**src/rtl/gstmcu_pkg.sv**
```systemverilog
// Shared gstmcu definitions: slot-owner grant bit indices, DRAM phase encoding
// and the per-phase RAS/CAS strobe table.
package gstmcu_pkg;

    localparam int unsigned GRANT_W = 4;
    localparam int unsigned GNT_REF = 0;
    localparam int unsigned GNT_VID = 1;
    localparam int unsigned GNT_DMA = 2;
    localparam int unsigned GNT_CPU = 3;
    localparam int unsigned DIV_W   = 8;
    localparam int unsigned PEND_W  = 3;

    typedef enum logic [1:0] {
        P0 = 2'd0,
        P1 = 2'd1,
        P2 = 2'd2,
        P3 = 2'd3
    } phase_t;

    typedef struct packed {
        logic xras;
        logic xcas;
    } strobe_t;

    // Refresh uses CAS-before-RAS; every other owner does a normal RAS-then-CAS access.
    function automatic strobe_t slot_strobes(input phase_t ph, input logic [GRANT_W-1:0] gnt);
        strobe_t s;
        s.xras = 1'b1;
        s.xcas = 1'b1;
        if (gnt[GNT_REF]) begin
            s.xcas = (ph != P1);
            s.xras = !((ph == P2) || (ph == P3));
        end else if (gnt != '0) begin
            s.xras = (ph == P0);
            s.xcas = !((ph == P2) || (ph == P3));
        end
        return s;
    endfunction

endpackage

```
**src/rtl/dram_slot_sched_refresh_timer.sv**
```systemverilog
// Refresh timing: slot divider raising refresh requests and a saturating
// pending-refresh count; ref_due_c reports whether a refresh is owed after this edge.
module refresh_timer
    import gstmcu_pkg::*;
#(
    parameter int unsigned REFRESH_DIV = 64,
    parameter int unsigned REFRESH_MAX = 3
) (
    input  logic c,
    input  logic xr,
    input  logic slot_end,
    input  logic ref_done,
    output logic ref_due_c
);

    logic [DIV_W-1:0]  div_q;
    logic [DIV_W-1:0]  div_nxt;
    logic [PEND_W-1:0] pend_q;
    logic [PEND_W-1:0] pend_nxt;
    logic              tick;

    always_ff @(posedge c or negedge xr) begin
        if (!xr) begin
            div_q  <= '0;
            pend_q <= '0;
        end else begin
            div_q  <= div_nxt;
            pend_q <= pend_nxt;
        end
    end

    // A tick and a completion on the same edge cancel out.
    always_comb begin
        tick     = slot_end && (div_q == DIV_W'(REFRESH_DIV - 1));
        div_nxt  = div_q;
        pend_nxt = pend_q;
        if (slot_end) begin
            div_nxt = tick ? '0 : div_q + DIV_W'(1);
        end
        if (tick && !ref_done && (pend_q != PEND_W'(REFRESH_MAX))) begin
            pend_nxt = pend_q + PEND_W'(1);
        end else if (ref_done && !tick && (pend_q != '0)) begin
            pend_nxt = pend_q - PEND_W'(1);
        end
        ref_due_c = (pend_nxt != '0);
    end

endmodule

```
**src/rtl/dram_slot_sched.sv**
```systemverilog
// DRAM slot scheduler: four-phase slots shared between refresh, video, DMA and CPU,
// with RAS/CAS strobe generation and per-owner completion pulses.
module dram_slot_sched
    import gstmcu_pkg::*;
#(
    parameter int unsigned REFRESH_DIV = 64,
    parameter int unsigned REFRESH_MAX = 3
) (
    input  logic               c,
    input  logic               xr,
    input  logic               cyc_en,
    input  logic               vid_req,
    input  logic               vid_sync,
    input  logic               dma_req,
    input  logic               cpu_req,
    output logic [GRANT_W-1:0] grant,
    output logic               xras,
    output logic               xcas,
    output logic               vid_ld,
    output logic               vid_inc,
    output logic               dma_ack,
    output logic               cpu_ack,
    output logic               ref_inc
);

    phase_t             phase_q, phase_nxt;
    logic               armed_q, armed_nxt;
    logic               parity_q, parity_nxt;
    logic               sync_q, sync_nxt;
    logic               skip_q, skip_nxt;
    logic [GRANT_W-1:0] grant_nxt;
    logic               vid_ld_nxt, vid_inc_nxt, dma_ack_nxt, cpu_ack_nxt, ref_inc_nxt;
    strobe_t            strb;

    logic wrap_c, start_c, load_c, ref_done_c, ref_due_c;

    refresh_timer #(
        .REFRESH_DIV (REFRESH_DIV),
        .REFRESH_MAX (REFRESH_MAX)
    ) u_refresh (
        .c         (c),
        .xr        (xr),
        .slot_end  (wrap_c),
        .ref_done  (ref_done_c),
        .ref_due_c (ref_due_c)
    );

    // armed_q is clear until the first enabled edge after reset, which starts slot 0.
    always_comb begin
        wrap_c     = cyc_en && armed_q && (phase_q == P3);
        start_c    = cyc_en && !armed_q;
        load_c     = vid_sync && !sync_q;
        ref_done_c = wrap_c && grant[GNT_REF];
    end

    always_ff @(posedge c or negedge xr) begin
        if (!xr) begin
            phase_q  <= P0;
            armed_q  <= 1'b0;
            parity_q <= 1'b0;
            sync_q   <= 1'b0;
            skip_q   <= 1'b0;
            grant    <= '0;
            xras     <= 1'b1;
            xcas     <= 1'b1;
            vid_ld   <= 1'b0;
            vid_inc  <= 1'b0;
            dma_ack  <= 1'b0;
            cpu_ack  <= 1'b0;
            ref_inc  <= 1'b0;
        end else begin
            phase_q  <= phase_nxt;
            armed_q  <= armed_nxt;
            parity_q <= parity_nxt;
            sync_q   <= sync_nxt;
            skip_q   <= skip_nxt;
            grant    <= grant_nxt;
            xras     <= strb.xras;
            xcas     <= strb.xcas;
            vid_ld   <= vid_ld_nxt;
            vid_inc  <= vid_inc_nxt;
            dma_ack  <= dma_ack_nxt;
            cpu_ack  <= cpu_ack_nxt;
            ref_inc  <= ref_inc_nxt;
        end
    end

    always_comb begin
        phase_nxt   = phase_q;
        armed_nxt   = armed_q || cyc_en;
        parity_nxt  = parity_q;
        sync_nxt    = vid_sync;
        skip_nxt    = skip_q;
        grant_nxt   = grant;
        vid_ld_nxt  = load_c;
        vid_inc_nxt = 1'b0;
        dma_ack_nxt = 1'b0;
        cpu_ack_nxt = 1'b0;
        ref_inc_nxt = 1'b0;

        if (cyc_en && armed_q) begin
            case (phase_q)
                P0:      phase_nxt = P1;
                P1:      phase_nxt = P2;
                P2:      phase_nxt = P3;
                default: phase_nxt = P0;
            endcase
        end

        // A video load cancels the increment due now and the one at the next slot end.
        if (wrap_c) begin
            parity_nxt  = !parity_q;
            vid_inc_nxt = grant[GNT_VID] && !(load_c || skip_q);
            dma_ack_nxt = grant[GNT_DMA];
            cpu_ack_nxt = grant[GNT_CPU];
            ref_inc_nxt = grant[GNT_REF];
            skip_nxt    = 1'b0;
        end
        if (load_c) begin
            skip_nxt = 1'b1;
        end

        if (wrap_c || start_c) begin
            grant_nxt = '0;
            if (ref_due_c) begin
                grant_nxt[GNT_REF] = 1'b1;
            end else if (vid_req && !parity_nxt) begin
                grant_nxt[GNT_VID] = 1'b1;
            end else if (dma_req) begin
                grant_nxt[GNT_DMA] = 1'b1;
            end else if (cpu_req) begin
                grant_nxt[GNT_CPU] = 1'b1;
            end
        end

        strb = slot_strobes(phase_nxt, grant_nxt);
    end

endmodule

```
**config.mk**
```make
export PLATFORM = sky130hd
export DESIGN_NAME = dram_slot_sched
export DESIGN_NICKNAME = d
export VERILOG_FILES = /design/src/rtl/gstmcu_pkg.sv /design/src/rtl/dram_slot_sched_refresh_timer.sv /design/src/rtl/dram_slot_sched.sv
export SDC_FILE = /design/constraint.sdc
export NUM_CORES = 1
export LEC_CHECK = 0
export BUFFER_PORTS_ARGS = -buffer_cell sky130_fd_sc_hd__buf_2
export CAP_MARGIN = 40
export CELL_PAD_IN_SITES_DETAIL_PLACEMENT = 1
export CELL_PAD_IN_SITES_GLOBAL_PLACEMENT = 1
export CORE_MARGIN = 1.5
export CORE_UTILIZATION = 45
export CTS_CLUSTER_DIAMETER = 30
export DETAILED_ROUTE_END_ITERATION = 16
export GPL_ROUTABILITY_DRIVEN = 0
export PLACE_DENSITY = 0.85
export SLEW_MARGIN = 5
export SYNTH_ARGS = -nofsm -noshare
export SYNTH_HDL_FRONTEND = slang
export SYNTH_SLANG_ARGS = --single-unit
```
**constraint.sdc**
```tcl
create_clock -name c -period 4.3 [get_ports c]
set_clock_uncertainty 0.2 [all_clocks]
set_input_delay 0.86 -clock c [delete_from_list [all_inputs] [get_ports c]]
set_output_delay 0.86 -clock c [all_outputs]
set_load 0.02 [all_outputs]
```
==> metrics.txt, run 1 <==
met3 wire len=76 um; Die ar.=0.00344 mm2; Nets=about 160; synthesized area per cell=10.9 um2; Final Instance Count excl. Fillers=179; Layout Utilization=51.2%; Crit path depth=7; Area after DPL=0.00149 mm2; Num CTS Buffers=3; Setup crit end kind=flip-flop; die height=58.7 um; WL/cell=17.0 um; initial antenna violation count=0; CTS resizes=0; Post-Route WL=3050 um; Worst R2R Start=phase_q[1]$_DFF_PN0_; Setup Fix Bufs, Post-CTS=0; sequential share of power=42.5%; Switch Pwr=around 370 uW; clk_lat worst skew=between 0.3 and 0.4 ns; Hold Crit Class=flip-flop to flip-flop; met2 wire len=between 1500 and 2000 um; grt total ovfl=0; Reg2Reg Depth=7; Inst Count DP=175; register area=approximately 700 um2; share of cells above drive strength 1=21.2%; Worst Path Buf+Inv=0; leakage=about 0.00076 uW; fraction of registers with async set/reset=100%; Tightest Pin Transition=0.788 ns; Worst Setup SP=phase_q[1]$_DFF_PN0_; Die X=58.7 um; IO buf count=17; vias per cell=roughly 6; drt initial violations=21; CP Capture Point=xras$_DFF_PN1_; H-tree levels=1; TritonRoute pass-1 iters=4; Multi-input gate area=619 um2; IO Count=18; ordered cell list for the critical path=ha_1 > nand4_1 > nor4_2 > o22ai_1 > a22o_1 > and2_4 > a221o_1; Slew headroom=roughly 47%; delay-heaviest family, CP=simple AND/OR/NAND/NOR gates; final routed DRC violation total=0; Slew Viols, Final=0; PwrDens=624 mW/mm2; Row Count=20; post-place setup slack=1.19 ns; Logic pwr share=39.2%; fill count=341; Antenna Nets Post-Route=0; Synth warnings=0; flops & latches, synth=28; CTS tree=built; starting density of the core=46.4%; Synth Flop Type=dfrtp_1; sequential share of the synthesized area=between 50 and 60%; worst vdd ir=0.318 mV; number of global-route vias before repair=1136; gr usage total=19.9%; syn nets=143; cells after synthesis=128; clk sinks=28; status=complete, no violations; critical path arrival=a little under 3 ns; max incr delay on CP=0.71 ns; CTS root buf=clkbuf_4; setup TNS=0 ns; Area growth syn-to-layout=10.4%; Startpoint Class=flip-flop; Max Cap Viol=0; hpwl dp=2320 um; first-pass GRT wire length=5130 um; antenna cell count=0; CTS Hold Bufs=0; Cell Int Power=592 uW; core area=0.00300 mm2; reg2reg setup slack=1.41 ns; Tmin final=2.89 ns; final hold vios=0; RSZ-0062 raised after global routing=false; synth unique cells=just over 40; met1 wire length=1310 um; largest net degree at the start of global routing=29; sw frac=38.4%; CP Class=flip-flop to flip-flop; Clock Path Buffers=2; Fmax=between 0.3 and 0.4 GHz; vias post-DR=1045; final setup margin=1.41 ns; Synth Cell Area=about 0.0014 mm2; final setup violation count=0; Post-synth EDFFs=0; Crit-path slowest cell=nor4_2; Crit Path Max Fanout=9; fin area=0.00154 mm2; Max Used Layer=met4; clock slew at reported path FFs=~0.15 ns; Period Utilization, post-route=around 67%; Critical R2R Capture=xras$_DFF_PN1_; Worst Path Required=4.38 ns; power share of the clock group=18.3%
==> how the worst min path moves through the flow <==
stage / from / to / slack [ns] / depth (start not counted)
finish: sync_q$_DFF_PN0_ / vid_ld$_DFF_PN0_ / 0.25 / 1
global placement: sync_q$_DFF_PN0_ / vid_ld$_DFF_PN0_ / 0.21 / 1
global route: sync_q$_DFF_PN0_ / vid_ld$_DFF_PN0_ / 0.28 / 1
detailed placement: sync_q$_DFF_PN0_ / vid_ld$_DFF_PN0_ / 0.23 / 1
floorplan: sync_q$_DFF_PN0_ / vid_ld$_DFF_PN0_ / 0.20 / 1
CTS: sync_q$_DFF_PN0_ / vid_ld$_DFF_PN0_ / 0.25 / 1
==> logic make-up after synthesis <==
logic type	after synthesis	share of synthesized area [%]
DFF	28	50.4
buffers and inverters	13	5.12
muxes	2	1.44
adders and majority gates	8	7.18
xor gates and xnor gates	7	4.40
and+or+nand+nor	49	20.0
AOI/OAI and AO/OA	21	11.4
==> layer usage <==
layer,up-vias,GRT usage [%]
li1,485,-
met1,535,22.8
met2,19,37.6
met3,6,1.98
met4,0,8.44
met5,-,0
==> cell usage after synthesis (3+ instances only) <==
library cell   n  area share (%)
dfrtp_1       26              47
inv_1         10             2.7
nor2_1        10             2.7
ha_1           8             7.2
nand2_1        7             1.9
xnor2_1        6             3.8
nand3_1        5             1.8
o21ai_0        5             1.8
nor3_1         4             1.4
a21oi_1        3             1.1
buf_6          3             2.4
nand4_1        3             1.3
==> power groups by stage <==
stage	Sequential, uW	Clock, uW	Combinational [uW]
2_1_floorplan	427	0	250
3_3_place_gp	407	0	349
3_5_place_dp	415	0	377
4_1_cts	409	178	382
5_1_grt	419	185	423
6_report	408	175	376
==> through the flow <==
step                      power [uW]  hold WS (ns)
final                            960         0.249
after floorplan                  677         0.199
after detailed placement         792         0.233
after CTS                        969         0.253
after global routing            1030         0.283
after global placement           757         0.206
==> cell usage in the layout, fill, tap and decap left out, types with 3 or more instances in the layout <==
| cell | Yosys | layout |
|---|---|---|
| dfrtp_1 | 26 | 26 |
| nand2_1 | 7 | 7 |
| a21oi_1 | 3 | 3 |
| buf_2 | 0 | 17 |
| ha_1 | 8 | 8 |
| nand4_1 | 3 | 3 |
| nor3_1 | 4 | 4 |
| xnor2_1 | 6 | 6 |
| nand3_1 | 5 | 5 |
| o21ai_0 | 5 | 5 |
| nor2_1 | 10 | 10 |
| clkbuf_4 | 0 | 3 |
| inv_1 | 10 | 10 |
==> sequential cells by signal, indices dropped and copies added (netlist names) <==
name and cells:
u_refresh.div_q 8, grant 4, u_refresh.pend_q 3, armed_q 1
xras 1, ref_inc 1, sync_q 1, vid_ld 1
cpu_ack 1, parity_q 1, phase_q 2, skip_q 1
xcas 1, vid_inc 1, dma_ack 1
==> layout make-up <==
| class | count | area share (%) |
|---|---|---|
| Inverter | 10 | 2.44 |
| Clock inverter | 1 | 1.95 |
| Multi-Input combinational cell | 87 | 40.2 |
| Tap cell | 33 | 2.68 |
| Sequential cell | 28 | 45.7 |
| Clock buffer | 3 | 1.46 |
| Timing Repair Buffer | 17 | 5.53 |
Note: power is estimated with default switching activity, not from simulation.
==> inputs of run 2 (changes only) <==
--- a/config.mk
+++ b/config.mk
@@ -10,11 +10,11 @@
 export CELL_PAD_IN_SITES_DETAIL_PLACEMENT = 1
 export CELL_PAD_IN_SITES_GLOBAL_PLACEMENT = 1
 export CORE_MARGIN = 1.5
-export CORE_UTILIZATION = 45
+export CORE_UTILIZATION = 44
 export CTS_CLUSTER_DIAMETER = 30
 export DETAILED_ROUTE_END_ITERATION = 16
 export GPL_ROUTABILITY_DRIVEN = 0
-export PLACE_DENSITY = 0.85
+export PLACE_DENSITY = 0.83
 export SLEW_MARGIN = 5
 export SYNTH_ARGS = -nofsm -noshare
 export SYNTH_HDL_FRONTEND = slang
==> constraint.sdc (replaced) <==
create_clock -name c -period 2.7 [get_ports c]
set_clock_uncertainty 0.2 [all_clocks]
set_input_delay 0.54 -clock c [delete_from_list [all_inputs] [get_ports c]]
set_output_delay 0.54 -clock c [all_outputs]
set_load 0.02 [all_outputs]
==> metrics.txt, run 2 (same netlist as run 1, synthesis figures left out) <==
Die ar.=0.00351 mm2 (+2.2%); Worst Path Required=2.76 ns (-1.62 ns); final hold vios=1 (+1); Critical R2R Capture=xras$_DFF_PN1_; Inst Count DP=191 (+9.1%); most frequent cells in the layout=dfrtp_1 (26), buf_2 (17), inv_1 (10), nor2_1 (10), buf_4 (9); die height=59.3 um (+1.1%); IO buf count=17 (unchanged); worst vdd ir=0.470 mV (+48%); Final Instance Count excl. Fillers=199 (+11%); Area growth syn-to-layout=17.8%; RSZ-0062 raised after global routing=true; CTS tree=built; Setup crit end kind=flip-flop; initial antenna violation count=0 (unchanged); status=finished with violations; failing checks=negative hold slack; Logic pwr share=45.3% (+6.1 points); power share of the clock group=13.0% (-5.3 points); Tmin final=2.68 ns (-0.213 ns); vias per cell=5.33 (-8.7%); setup TNS=0 ns (unchanged); clk_lat worst skew=0.32 ns (about the same); Max Cap Viol=0 (unchanged); final routed DRC violation total=0 (unchanged); Tightest Pin Transition=0.618 ns (-0.171 ns); sw frac=39.9% (+1.5 points); Tot Pwr=1550 uW (+61%); Reg2Reg Depth=8 (+1); Antenna Nets Post-Route=0 (unchanged); worst-case hold slack=-0.0000716 ns (-0.249 ns); H-tree levels=1 (unchanged); Cell Int Power=932 uW (+57%); clock slew at reported path FFs=0.15 ns (about the same); critical path arrival=2.74 ns (-0.23 ns); PwrDens=944 mW/mm2 (+51%); hpwl dp=2310 um (-0.27%); core area=0.00303 mm2 (+0.83%); WL/cell=16.2 um (-4.8%); share of cells above drive strength 1=28.4% (+7.2 points); Switch Pwr=618 uW (+68%); biggest regs=u_refresh.div_q: 8 flops, grant: 4 flops, u_refresh.pend_q: 3 flops; Clock Path Buffers=2 (unchanged); antenna cell count=0 (unchanged); Nets=171 (+5.6%); gr usage total=20.2% (+0.28 points); most common cell after layout, fill and taps aside=dfrtp_1; Slew headroom=58.8% (+12 points); largest register by flop count=u_refresh.div_q; Period Utilization, post-route=99.3% (+32 points); first-pass GRT wire length=5260 um (+2.7%); Die X=59.3 um (+1.1%); Post-Route WL=3230 um (+5.8%); Slew Viols, Final=0 (unchanged); Row Count=20 (unchanged); Worst R2R Start=u_refresh.pend_q[1]$_DFF_PN0_; clk sinks=28 (unchanged); Num CTS Buffers=3 (unchanged); reg2reg setup slack=0.02 ns (-1.39 ns); grt total ovfl=0 (unchanged); Fmax=0.373 GHz (+7.9%); leakage=0.000798 uW (+5.0%); final setup violation count=0 (unchanged); largest net degree at the start of global routing=29 (unchanged); IO Count=18 (unchanged); CP Class=flip-flop to flip-flop; number of global-route vias before repair=1096 (-3.5%); Area after DPL=0.00154 mm2 (+3.5%); vias post-DR=1061 (+1.5%); fill count=340 (-0.29%); Crit Path Max Fanout=6 (-3); max reg flops=8 (unchanged); fin area=0.00164 mm2 (+6.7%); drt initial violations=14 (-33%); CTS root buf=clkbuf_4; TritonRoute pass-1 iters=4 (unchanged); Hold Crit Class=input port to async pin; sequential share of power=41.7% (-0.8 points); Startpoint Class=flip-flop; starting density of the core=46.0% (-0.38 points)
-- run 2: metrics by stage --
stage	util (%)	setup WS, ns
floorplan	-	0.00940
global placement	50.8	0.111
detailed placement	50.8	0.0228
CTS	52.5	0.00823
global route	54.2	-0.0717
finish	54.2	0.0181
-- run 2: critical path: stages (launching register included) --
cell and delay (ns):
dfrtp_1 0.43, ha_2 0.17, ha_2 0.16, or3_1 0.30, or4_4 0.48, o21a_4 0.15, a22o_1 0.21, and2_4 0.19
a221o_1 0.32
-- run 2: worst max path at each step --
| stage | from | end | cells after the start |
|---|---|---|---|
| global route | u_refresh.pend_q[1]$_DFF_PN0_ | xras$_DFF_PN1_ | 8 |
| floorplan | u_refresh.pend_q[0]$_DFF_PN0_ | xras$_DFF_PN1_ | 9 |
| detailed placement | u_refresh.pend_q[0]$_DFF_PN0_ | xcas$_DFF_PN1_ | 8 |
| global placement | u_refresh.pend_q[1]$_DFF_PN0_ | xras$_DFF_PN1_ | 8 |
| CTS | u_refresh.pend_q[0]$_DFF_PN0_ | xras$_DFF_PN1_ | 8 |
| finish | u_refresh.pend_q[1]$_DFF_PN0_ | xras$_DFF_PN1_ | 8 |
-- run 2: cell type report --
cell class / count / area (um2) / share of cell area (%)
clock buffer: 4 / 36.3 / 2.21
inverter: 10 / 37.5 / 2.29
multi-input combinational: 87 / 657 / 40.0
sequential: 28 / 703 / 42.8
tap: 44 / 55.1 / 3.35
timing repair buffer: 26 / 153 / 9.30
-- run 2: repair_timing --
action | in CTS | in global routing
hold buffers | 0 | 0
buffers inserted | 0 | 4
resized for setup | 3 | 4
hold endpoints to repair | 0 | 0
pin swaps | 0 | 2
endpoints found under the setup margin | 1 | 5
-- run 2: power by group through the flow --
| stage | Clock [uW] | Sequential, uW | Combinational (uW) |
|---|---|---|---|
| 2_1_floorplan | 0 | 681 | 398 |
| 3_3_place_gp | 0 | 642 | 577 |
| 3_5_place_dp | 0 | 650 | 619 |
| 4_1_cts | 209 | 643 | 646 |
| 5_1_grt | 222 | 662 | 787 |
| 6_report | 202 | 646 | 702 |
-- run 2: layer usage --
layer / share of wire, % / routed length (um) / global-route usage [%]
met1: 40 / 1290 / 24.1
met2: 55 / 1790 / 35.9
met3: 3.2 / 104 / 4.37
met4: 1.5 / 48 / 6.49
met5: 0 / 0 / 0
